### src/rtl/nukv_stream_pkg.sv
// rtl/nukv_stream_pkg.sv - shared keep codes, pack state enum and width helper for nukv stream stages
package nukv_stream_pkg;

    localparam logic [1:0] KEEP_FULL = 2'b11;
    localparam logic [1:0] KEEP_LO   = 2'b01;

    typedef enum logic {
        S_EMPTY = 1'b0,
        S_HALF  = 1'b1
    } pack_state_t;

    function automatic int pack2_width(input int data_size);
        return 2 * data_size;
    endfunction

endpackage

### src/rtl/nukv_idle_timer.sv
// rtl/nukv_idle_timer.sv - saturating idle counter with clear/enable and a compare-hit output
module nukv_idle_timer #(
    parameter int TIMEOUT_BITS = 8,
    parameter int TIMEOUT      = 64
) (
    input  logic clk,
    input  logic rst_n,
    input  logic i_clear,
    input  logic i_enable,
    output logic o_hit
);

    localparam logic [TIMEOUT_BITS-1:0] LIMIT = TIMEOUT_BITS'(TIMEOUT);

    logic [TIMEOUT_BITS-1:0] r_count;

    always_ff @(posedge clk) begin
        if (!rst_n) begin
            r_count <= '0;
        end else if (i_clear) begin
            r_count <= '0;
        end else if (i_enable && (r_count != LIMIT)) begin
            r_count <= r_count + 1'b1;
        end
    end

    // A zero limit disables the timeout entirely rather than firing immediately.
    assign o_hit = (TIMEOUT != 0) && (r_count == LIMIT);

endmodule

### src/rtl/nukv_stream_pack2.sv
// rtl/nukv_stream_pack2.sv - packs pairs of input beats into one double-width word, low half first
module nukv_stream_pack2
    import nukv_stream_pkg::*;
#(
    parameter int DATA_SIZE    = 16,
    parameter int TIMEOUT_BITS = 8,
    parameter int TIMEOUT      = 64
) (
    input  logic                                clk,
    input  logic                                rst_n,
    input  logic                                flush,
    input  logic [DATA_SIZE-1:0]                s_axis_tdata,
    input  logic                                s_axis_tvalid,
    output logic                                s_axis_tready,
    output logic                                s_axis_talmostfull,
    output logic [pack2_width(DATA_SIZE)-1:0]   m_axis_tdata,
    output logic [1:0]                          m_axis_tkeep,
    output logic                                m_axis_tvalid,
    input  logic                                m_axis_tready
);

    localparam int OUT_W = pack2_width(DATA_SIZE);

    pack_state_t            r_state;
    pack_state_t            w_state_nxt;
    logic [DATA_SIZE-1:0]   r_lo;
    logic                   r_flush_pend;
    logic                   r_out_valid;
    logic [OUT_W-1:0]       r_out_data;
    logic [1:0]             r_out_keep;

    logic                   w_slot_free;
    logic                   w_beat;
    logic                   w_pair;
    logic                   w_emit_half;
    logic                   w_flush_req;
    logic                   w_timer_hit;
    logic                   w_timer_clear;
    logic                   w_timer_en;

    // The output slot counts as free when it is empty or being drained this cycle.
    assign w_slot_free   = !r_out_valid || m_axis_tready;
    assign s_axis_tready = rst_n && ((r_state == S_EMPTY) || w_slot_free);
    assign w_beat        = s_axis_tvalid && s_axis_tready;
    assign w_flush_req   = r_flush_pend || flush;

    always_comb begin
        w_state_nxt = r_state;
        w_pair      = 1'b0;
        w_emit_half = 1'b0;
        case (r_state)
            S_EMPTY: begin
                if (w_beat) begin
                    w_state_nxt = S_HALF;
                end
            end
            S_HALF: begin
                // A second beat always beats a timeout or flush to the slot.
                if (w_beat) begin
                    w_pair      = 1'b1;
                    w_state_nxt = S_EMPTY;
                end else if ((w_timer_hit || w_flush_req) && w_slot_free) begin
                    w_emit_half = 1'b1;
                    w_state_nxt = S_EMPTY;
                end
            end
            default: w_state_nxt = S_EMPTY;
        endcase
    end

    always_ff @(posedge clk) begin
        if (!rst_n) begin
            r_state <= S_EMPTY;
        end else begin
            r_state <= w_state_nxt;
        end
    end

    always_ff @(posedge clk) begin
        if (!rst_n) begin
            r_lo <= '0;
        end else if ((r_state == S_EMPTY) && w_beat) begin
            r_lo <= s_axis_tdata;
        end
    end

    // Flush is remembered only while a half word exists or is arriving this cycle.
    always_ff @(posedge clk) begin
        if (!rst_n) begin
            r_flush_pend <= 1'b0;
        end else if (w_pair || w_emit_half) begin
            r_flush_pend <= 1'b0;
        end else if (flush && ((r_state == S_HALF) || w_beat)) begin
            r_flush_pend <= 1'b1;
        end
    end

    always_ff @(posedge clk) begin
        if (!rst_n) begin
            r_out_valid <= 1'b0;
            r_out_data  <= '0;
            r_out_keep  <= '0;
        end else if (w_pair) begin
            r_out_valid <= 1'b1;
            r_out_data  <= {s_axis_tdata, r_lo};
            r_out_keep  <= KEEP_FULL;
        end else if (w_emit_half) begin
            r_out_valid <= 1'b1;
            r_out_data  <= {{DATA_SIZE{1'b0}}, r_lo};
            r_out_keep  <= KEEP_LO;
        end else if (r_out_valid && m_axis_tready) begin
            r_out_valid <= 1'b0;
        end
    end

    assign w_timer_clear = w_beat || (r_state == S_EMPTY) || w_emit_half;
    assign w_timer_en    = (r_state == S_HALF) && !w_beat;

    nukv_idle_timer #(
        .TIMEOUT_BITS (TIMEOUT_BITS),
        .TIMEOUT      (TIMEOUT)
    ) u_idle_timer (
        .clk      (clk),
        .rst_n    (rst_n),
        .i_clear  (w_timer_clear),
        .i_enable (w_timer_en),
        .o_hit    (w_timer_hit)
    );

    assign m_axis_tvalid      = r_out_valid;
    assign m_axis_tdata       = r_out_data;
    assign m_axis_tkeep       = r_out_keep;
    assign s_axis_talmostfull = rst_n && (r_state == S_HALF) && r_out_valid && !m_axis_tready;

endmodule
### config.mk
export PLATFORM = sky130hd
export DESIGN_NAME = nukv_stream_pack2
export DESIGN_NICKNAME = d
export VERILOG_FILES = /design/src/rtl/nukv_stream_pkg.sv /design/src/rtl/nukv_idle_timer.sv /design/src/rtl/nukv_stream_pack2.sv
export SDC_FILE = /design/constraint.sdc
export NUM_CORES = 1
export LEC_CHECK = 0
export BUFFER_PORTS_ARGS = -buffer_cell sky130_fd_sc_hd__buf_4
export CAP_MARGIN = 25
export CELL_PAD_IN_SITES_DETAIL_PLACEMENT = 1
export CELL_PAD_IN_SITES_GLOBAL_PLACEMENT = 1
export CORE_UTILIZATION = 35
export DETAILED_ROUTE_END_ITERATION = 10
export PLACE_DENSITY_LB_ADDON = 0.1
export SLEW_MARGIN = 10
export SYNTH_ARGS = -nofsm -noshare
export SYNTH_HDL_FRONTEND = slang
export SYNTH_SLANG_ARGS = --single-unit
### constraint.sdc
create_clock -name clk -period 1.7 [get_ports clk]
set_input_delay 0.255 -clock clk [delete_from_list [all_inputs] [get_ports clk]]
set_output_delay 0.255 -clock clk [all_outputs]
set_load 0.01 [all_outputs]
==> results of run 1 <==
==> synthesized netlist by cell type (5+ instances only) <==
cell | count | share of area, %
a21boi_0 | 29 | 8.6
a21oi_1 | 6 | 1.2
buf_2 | 7 | 1.4
clkbuf_1 | 8 | 1.2
dfxtp_1 | 61 | 48
inv_1 | 6 | 0.89
mux2i_1 | 16 | 6.3
nand2_1 | 85 | 13
nand3_1 | 5 | 0.99
nor2_1 | 5 | 0.74
o21ai_0 | 23 | 4.5
==> flip-flops by register name (all words and copies together), names as in the netlist <==
register,cells
m_axis_tdata,32
m_axis_tkeep,2
m_axis_tvalid,1
r_flush_pend,1
r_lo,16
r_state,1
u_idle_timer.r_count,8
==> worst paths after layout <==
kind                                           endpoint  slack, ps  cells past startpoint
worst max register to register  u_idle_timer.r_count[2]        130                      6
worst max-delay path                 s_axis_talmostfull        120                      4
worst min-delay path                   m_axis_tdata[25]        180                      3
worst min register to register          m_axis_tdata[1]        460                      2
==> layout make-up <==
| class | count | area, um^2 | area share (%) |
|---|---|---|---|
| Inverter | 6 | 22.5 | 0.668 |
| Sequential cell | 61 | 1220 | 36.2 |
| Multi-Input combinational cell | 206 | 1200 | 35.6 |
| Clock inverter | 4 | 47.5 | 1.41 |
| Timing Repair Buffer | 76 | 608 | 18.0 |
| Clock buffer | 11 | 151 | 4.49 |
| Tap cell | 96 | 120 | 3.56 |
==> metal layers <==
layer / vias to the layer above / wire, um / share of wire [%]
met5: - / 0 / 0
met4: 0 / 57 / 0.85
met3: 5 / 225 / 3.4
met2: 34 / 3100 / 46
met1: 1080 / 3300 / 49
li1: 1116 / - / -
==> cells by family (layout without fill, tap and decap cells) <==
kind of cell	after synthesis	in the layout	share of synthesized area, %
flip-flops	61	61	48.3
AO/OA/AOI/OAI	74	75	19.8
XOR/XNOR	4	4	1.38
multiplexers	16	16	6.33
adder cells (fa/ha/maj)	2	2	0.989
buffers and inverters	25	97	4.80
AND/OR/NAND/NOR	109	109	18.4
==> through the flow <==
stage | hold slack [ps] | power (uW)
final | 175 | 3120
after global routing | 164 | 3260
after CTS | 163 | 3140
after detailed placement | 450 | 1820
after global placement | 445 | 1810
after floorplan | 390 | 1690
==> power groups by stage <==
stage | clock network (uW) | logic (uW) | registers (uW)
after floorplan | 0 | 159 | 1530
after global placement | 0 | 292 | 1520
after detailed placement | 0 | 295 | 1520
after CTS | 1340 | 311 | 1490
after global routing | 1420 | 346 | 1500
final | 1310 | 316 | 1490
==> cell usage in the layout, fill, tap and decap left out <==
| cell type | n |
|---|---|
| nand3_1 | 5 |
| inv_1 | 6 |
| o21ai_0 | 23 |
| o22ai_1 | 1 |
| bufinv_16 | 1 |
| clkinv_2 | 2 |
| buf_12 | 3 |
| a21boi_2 | 1 |
| a21oi_1 | 6 |
| a211o_1 | 1 |
| dfxtp_1 | 61 |
| and2_0 | 1 |
| a21oi_4 | 1 |
| nor2_4 | 1 |
| nand4_1 | 2 |
| a211oi_2 | 1 |
| o21a_1 | 2 |
| and3_1 | 3 |
| clkinvlp_4 | 1 |
| nand2b_1 | 2 |
| o211ai_2 | 1 |
| o211ai_1 | 1 |
| nor3_2 | 1 |
| nor2_1 | 5 |
| nor2b_1 | 1 |
| buf_4 | 73 |
| clkbuf_8 | 11 |
| a211oi_1 | 3 |
| ha_1 | 2 |
| a21boi_0 | 29 |
| or3_1 | 1 |
| o2111ai_1 | 1 |
| xnor2_1 | 4 |
| mux2i_1 | 16 |
| a21boi_1 | 4 |
| nand2_1 | 85 |
| and2_1 | 1 |
| and4bb_2 | 1 |
==> critical path, delay by kind of cell, from the launching register on <==
kind	cells	cell delay, ps
DFF	1	350
and+or+nand+nor	2	350
buffers and inverters	2	290
==> timing repair <==
action,4_1_cts,5_1_grt
setup buffers,2,0
gates cloned,0,1
pin swaps,1,3
endpoints found under the setup margin,18,18
hold buffers,0,0
resized for setup,0,4
==> run_results.csv, run 1 <==
group,metric,value,unit
outcome,status,"completed",
global_route,grt_start_max_net_pins,44,
final_layout,area_growth,33.2,%
setup_path,slowest_stage,"dfxtp_1",
power_and_ir_drop,combPwrFrac,10.2,%
setup_path,end_kind,"primary output",
routing,drtAntennaViolNets,0,
floorplanning,dieHeight,87.0,um
setup_path,slowest_delay,350,ps
floorplanning,die_x,87.0,um
global_route,grt.busiest_layer,"met2",
placement,gp_congestion,0.790,
floorplanning,start_util,36.6,%
global_route,gr-usage-met2,29.2,%
setup_path,crit_top_cell,"buf_4",
logic_synthesis,syn_nets,314,
placement,io_buffers,57,
routing,wire_per_inst,14.5,um
global_route,antenna_found_initial,0,
routing,drt_iter0_drc,81,
final_layout,finish.utilization,48.8,%
sta,worst_pin_slew,418,ps
sta,setup_slack,122,ps
routing,dr_total_vias,2235,
global_route,use_met1,26.0,%
logic_synthesis,synth_edf_count,0,
placement,pre_cts_ws,-112,ps
run,maxCapViolCount,0,
placement,dpl.hpwl,4570,um
hold_path,holdCritPathClass,"in2reg",
routing,viasPerCell,4.86,
sta,maxSlewViolCount,0,
setup_path,worstPathCellList,"nor2b_1 > buf_4 > and3_1 > buf_4",
clock_network,clkLatencyLatePin,330,ps
clock_network,h-tree-depth,3,
clock_network,clkSinkCount,61,
sta,finClkSkew,8.66,ps
global_route,track_usage,19.1,%
routing,totalWireLength,6680,um
floorplanning,die-area,7570,um^2
power_and_ir_drop,power.leakage,0.00129,uW
clock_network,cts_buffer_depth,2,
final_layout,num_antenna_cells,0,
logic_synthesis,synth_cell_types,34,
floorplanning,io_pins,58,
power_and_ir_drop,vdd_ir_drop_max,0.422,mV
routing,drtPass1Iterations,4,
power_and_ir_drop,swShare,24.3,%
power_and_ir_drop,clock_power_share,42.0,%
final_layout,fin_area,3370,um^2
setup_path,crit_path_start_kind,"flop",
sta,slew_headroom,72.1,%
clock_network,clk_pin_slew,70,ps
clock_network,numCtsBuffers,9,
sta,fmax,0.634,GHz
global_route,globalRouteOverflowTotal,0,
placement,dp_cells,442,
sta,setup_viol,0,
logic_synthesis,async_flop_share,0,%
power_and_ir_drop,switching_power,757,uW
floorplanning,core-area,6910,um^2
setup_path,r2r-start,"u_idle_timer.r_count[0]",
final_layout,fillCellCount,870,
global_route,grt_pass1_vias,2244,
logic_synthesis,synth_cells,291,
logic_synthesis,synth-warning-count,0,
clock_network,cts_tree,"built",
clock_network,root_buffer,"clkbuf_8",
final_layout,fin_cells,460,
routing,drcViolationCount,0,
logic_synthesis,yosys_register_bits,61,
setup_path,startpoint,"m_axis_tvalid",
setup_path,crit_arrival,1320,ps
power_and_ir_drop,p_int,2360,uW
final_layout,drive_gt1_share,26.9,%
setup_path,crit_type,"reg2out",
sta,period_share,92.8,%
global_route,met3_usage,4.93,%
floorplanning,rows,30,
global_route,grt_first_pass_wirelength,10900,um
logic_synthesis,syn-cell-area,2530,um^2
placement,postPlaceCellArea,3110,um^2
setup_path,cp.required,1440,ps
logic_synthesis,synth_area_per_cell,8.69,um^2
power_and_ir_drop,seqPwrFrac,47.9,%
sta,min_period,1580,ps
final_layout,nNetsFinal,383,
logic_synthesis,seq_area_frac_synth,48.3,%
setup_path,critPathMaxFanout,6,
sta,finalHoldViolCount,0,
sta,fin_tns_setup,0,ps
power_and_ir_drop,power_density,924,nW/um^2
logic_synthesis,yosys_most_used_dff,"dfxtp_1",
hold_path,hold_path_startpoint,"s_axis_tdata[9]",
Power figures use the tool's default switching activity.
==> run 2: changes to the inputs <==
--- a/config.mk
+++ b/config.mk
@@ -12,4 +12,5 @@
 export CORE_UTILIZATION = 35
 export DETAILED_ROUTE_END_ITERATION = 10
+export HOLD_SLACK_MARGIN = 0.1
 export PLACE_DENSITY_LB_ADDON = 0.1
 export SLEW_MARGIN = 10
==> constraint.sdc (replaced) <==
create_clock -name clk -period 1.7 [get_ports clk]
set_input_delay 0.51 -clock clk [delete_from_list [all_inputs] [get_ports clk]]
set_output_delay 0.51 -clock clk [all_outputs]
set_load 0.01 [all_outputs]
==> run 2 against run 1 <==
Compared with the run above: die area is the same; clock-buffer cell count did not move; fmax fell by 3.1%; critical endpoint unchanged; first-iteration DRC count decreased by 19%; register-to-register slack lost 20 ps; worst hold slack improved by 260 ps; sequential power barely moved; non-clock buffer count rose by 1.
==> run_results.csv, run 2 (synthesized netlist as in run 1, its figures left out) <==
group,metric,value,unit
power_and_ir_drop,power.leakage,0.00129,uW
clock_network,cts_buffer_depth,2,
setup_path,r2r_cells,7,
power_and_ir_drop,combPwrFrac,10.6,%
sta,finClkSkew,7.46,ps
clock_network,numCtsBuffers,9,
final_layout,num_antenna_cells,0,
floorplanning,io_pins,58,
final_layout,mostFrequentLayoutCells,"85 x nand2_1, 73 x buf_4, 59 x dfxtp_1",
routing,drtAntennaViolNets,0,
setup_path,cp.required,1190,ps
global_route,antenna_found_initial,0,
power_and_ir_drop,switching_power,781,uW
setup_path,critPathMaxFanout,4,
power_and_ir_drop,p_int,2230,uW
clock_network,clkLatencyLatePin,330,ps
setup_path,slowest_delay,340,ps
setup_path,cp.buffers_inverters,1,
outcome,status,"completed",
setup_path,reg2reg_slack,110,ps
floorplanning,rows,30,
clock_network,clk_pin_slew,70,ps
power_and_ir_drop,clock_power_share,39.7,%
final_layout,final_common_cell,"nand2_1",
power_and_ir_drop,power_density,888,nW/um^2
clock_network,clkSinkCount,61,
floorplanning,core-area,6910,um^2
global_route,grt_first_pass_wirelength,11000,um
global_route,track_usage,19.2,%
final_layout,nNetsFinal,384,
routing,wire_per_inst,14.6,um
final_layout,area_growth,34.0,%
setup_path,crit_arrival,1120,ps
hold_path,hold_path_depth,3,
floorplanning,die-area,7570,um^2
power_and_ir_drop,vdd_ir_drop_max,0.414,mV
routing,drt_iter0_drc,66,
routing,drcViolationCount,0,
floorplanning,die_x,87.0,um
placement,gp_congestion,0.805,
routing,totalWireLength,6730,um
routing,dr_total_vias,2256,
sta,slew_headroom,70.1,%
setup_path,r2r-start,"u_idle_timer.r_count[0]",
final_layout,fin_area,3390,um^2
routing,viasPerCell,4.88,
sta,min_period,1630,ps
floorplanning,start_util,36.6,%
clock_network,h-tree-depth,3,
global_route,use_met1,23.0,%
setup_path,crit_path_start_kind,"flop",
sta,fin_tns_setup,0,ps
sta,setup_viol,0,
hold_path,hold_path_startpoint,"s_axis_tdata[8]",
power_and_ir_drop,seqPwrFrac,49.7,%
hold_path,whs_endpoint,"m_axis_tdata[24]",
sta,maxSlewViolCount,0,
placement,io_buffers,57,
clock_network,post_cts_buffers,0,
setup_path,worstPathCellList,"nor2b_4 > and3_1 > buf_4",
run,maxCapViolCount,0,
hold_path,holdCritPathClass,"in2reg",
sta,fmax,0.614,GHz
global_route,gr-usage-met2,32.8,%
routing,drtPass1Iterations,4,
sta,worst_pin_slew,449,ps
final_layout,drive_gt1_share,28.4,%
sta,finalHoldViolCount,0,
setup_path,end_kind,"primary output",
global_route,grt_start_max_net_pins,41,
global_route,met3_usage,4.74,%
floorplanning,dieHeight,87.0,um
placement,postPlaceCellArea,3150,um^2
setup_path,slowest_stage,"dfxtp_2",
global_route,grt.busiest_layer,"met2",
power_and_ir_drop,swShare,25.9,%
sta,period_share,95.8,%
setup_path,crit_type,"reg2out",
global_route,grt_pass1_vias,2237,
global_route,globalRouteOverflowTotal,0,
clock_network,root_buffer,"clkbuf_8",
clock_network,cts_tree,"built",
setup_path,cp_top_family,"flip-flops",
placement,dpl.hpwl,4790,um
setup_path,reg2reg_to,"m_axis_tvalid",
final_layout,fillCellCount,868,
final_layout,largest_register_ff_count,32,
run 2: worst min-delay path, stage by stage:
cell	delay [ps]
buf_4	110
nand2_1	50
a21boi_1	50
run 2: how the worst max path moves through the flow:
stage | depth (start not counted) | end | start | slack [ps]
2_1_floorplan | 3 | s_axis_tready | rst_n | 20
3_5_place_dp | 6 | u_idle_timer.r_count[2] | u_idle_timer.r_count[0] | -60
3_3_place_gp | 6 | m_axis_tdata[18] | rst_n | -60
4_1_cts | 7 | m_axis_tkeep[1] | u_idle_timer.r_count[0] | 6
5_1_grt | 7 | m_axis_tdata[30] | u_idle_timer.r_count[0] | -0.9
6_report | 3 | s_axis_talmostfull | m_axis_tvalid | 70
run 2: area by class of cell:
type                       count  area (um^2)  area share (%)
sequential                    61         1220            36.1
timing repair buffer          77          611            18.0
inverter                       6         22.5           0.664
multi-input combinational    206         1230            36.2
clock buffer                  11          151            4.46
clock inverter                 5         33.8           0.996
tap                           96          120            3.54
run 2: metal layers:
layer / vias to the layer above / share of wire [%]
met5: - / 0
met1: 1086 / 44
met2: 40 / 51
met3: 10 / 4.1
li1: 1120 / -
met4: 0 / 1.6
run 2: through the flow:
stage               setup slack, ps  util [%]  instances  hold WS, ps  power (uW)
CTS                            5.59      48.6        461          425        3040
finish                         72.1      49.1        462          439        3010
floorplan                      22.3         -        291          438        1690
global route                 -0.890      49.1        462          439        3160
detailed placement            -63.2      45.6        444          450        1840
global placement              -56.3      45.6        444          445        1830
run 2: what timing repair did:
item,4_1_cts,5_1_grt
hold endpoints to repair,0,0
gates resized for setup,4,12
pin swaps,1,1
cloned,1,1
endpoints found under the setup margin,8,20
hold buffers,0,0
run 2: power groups by stage:
stage / logic (uW) / clock network (uW) / registers [uW]
finish: 320 / 1190 / 1500
global route: 354 / 1300 / 1500
CTS: 317 / 1230 / 1500
detailed placement: 310 / 0 / 1530
global placement: 308 / 0 / 1530
floorplan: 159 / 0 / 1530
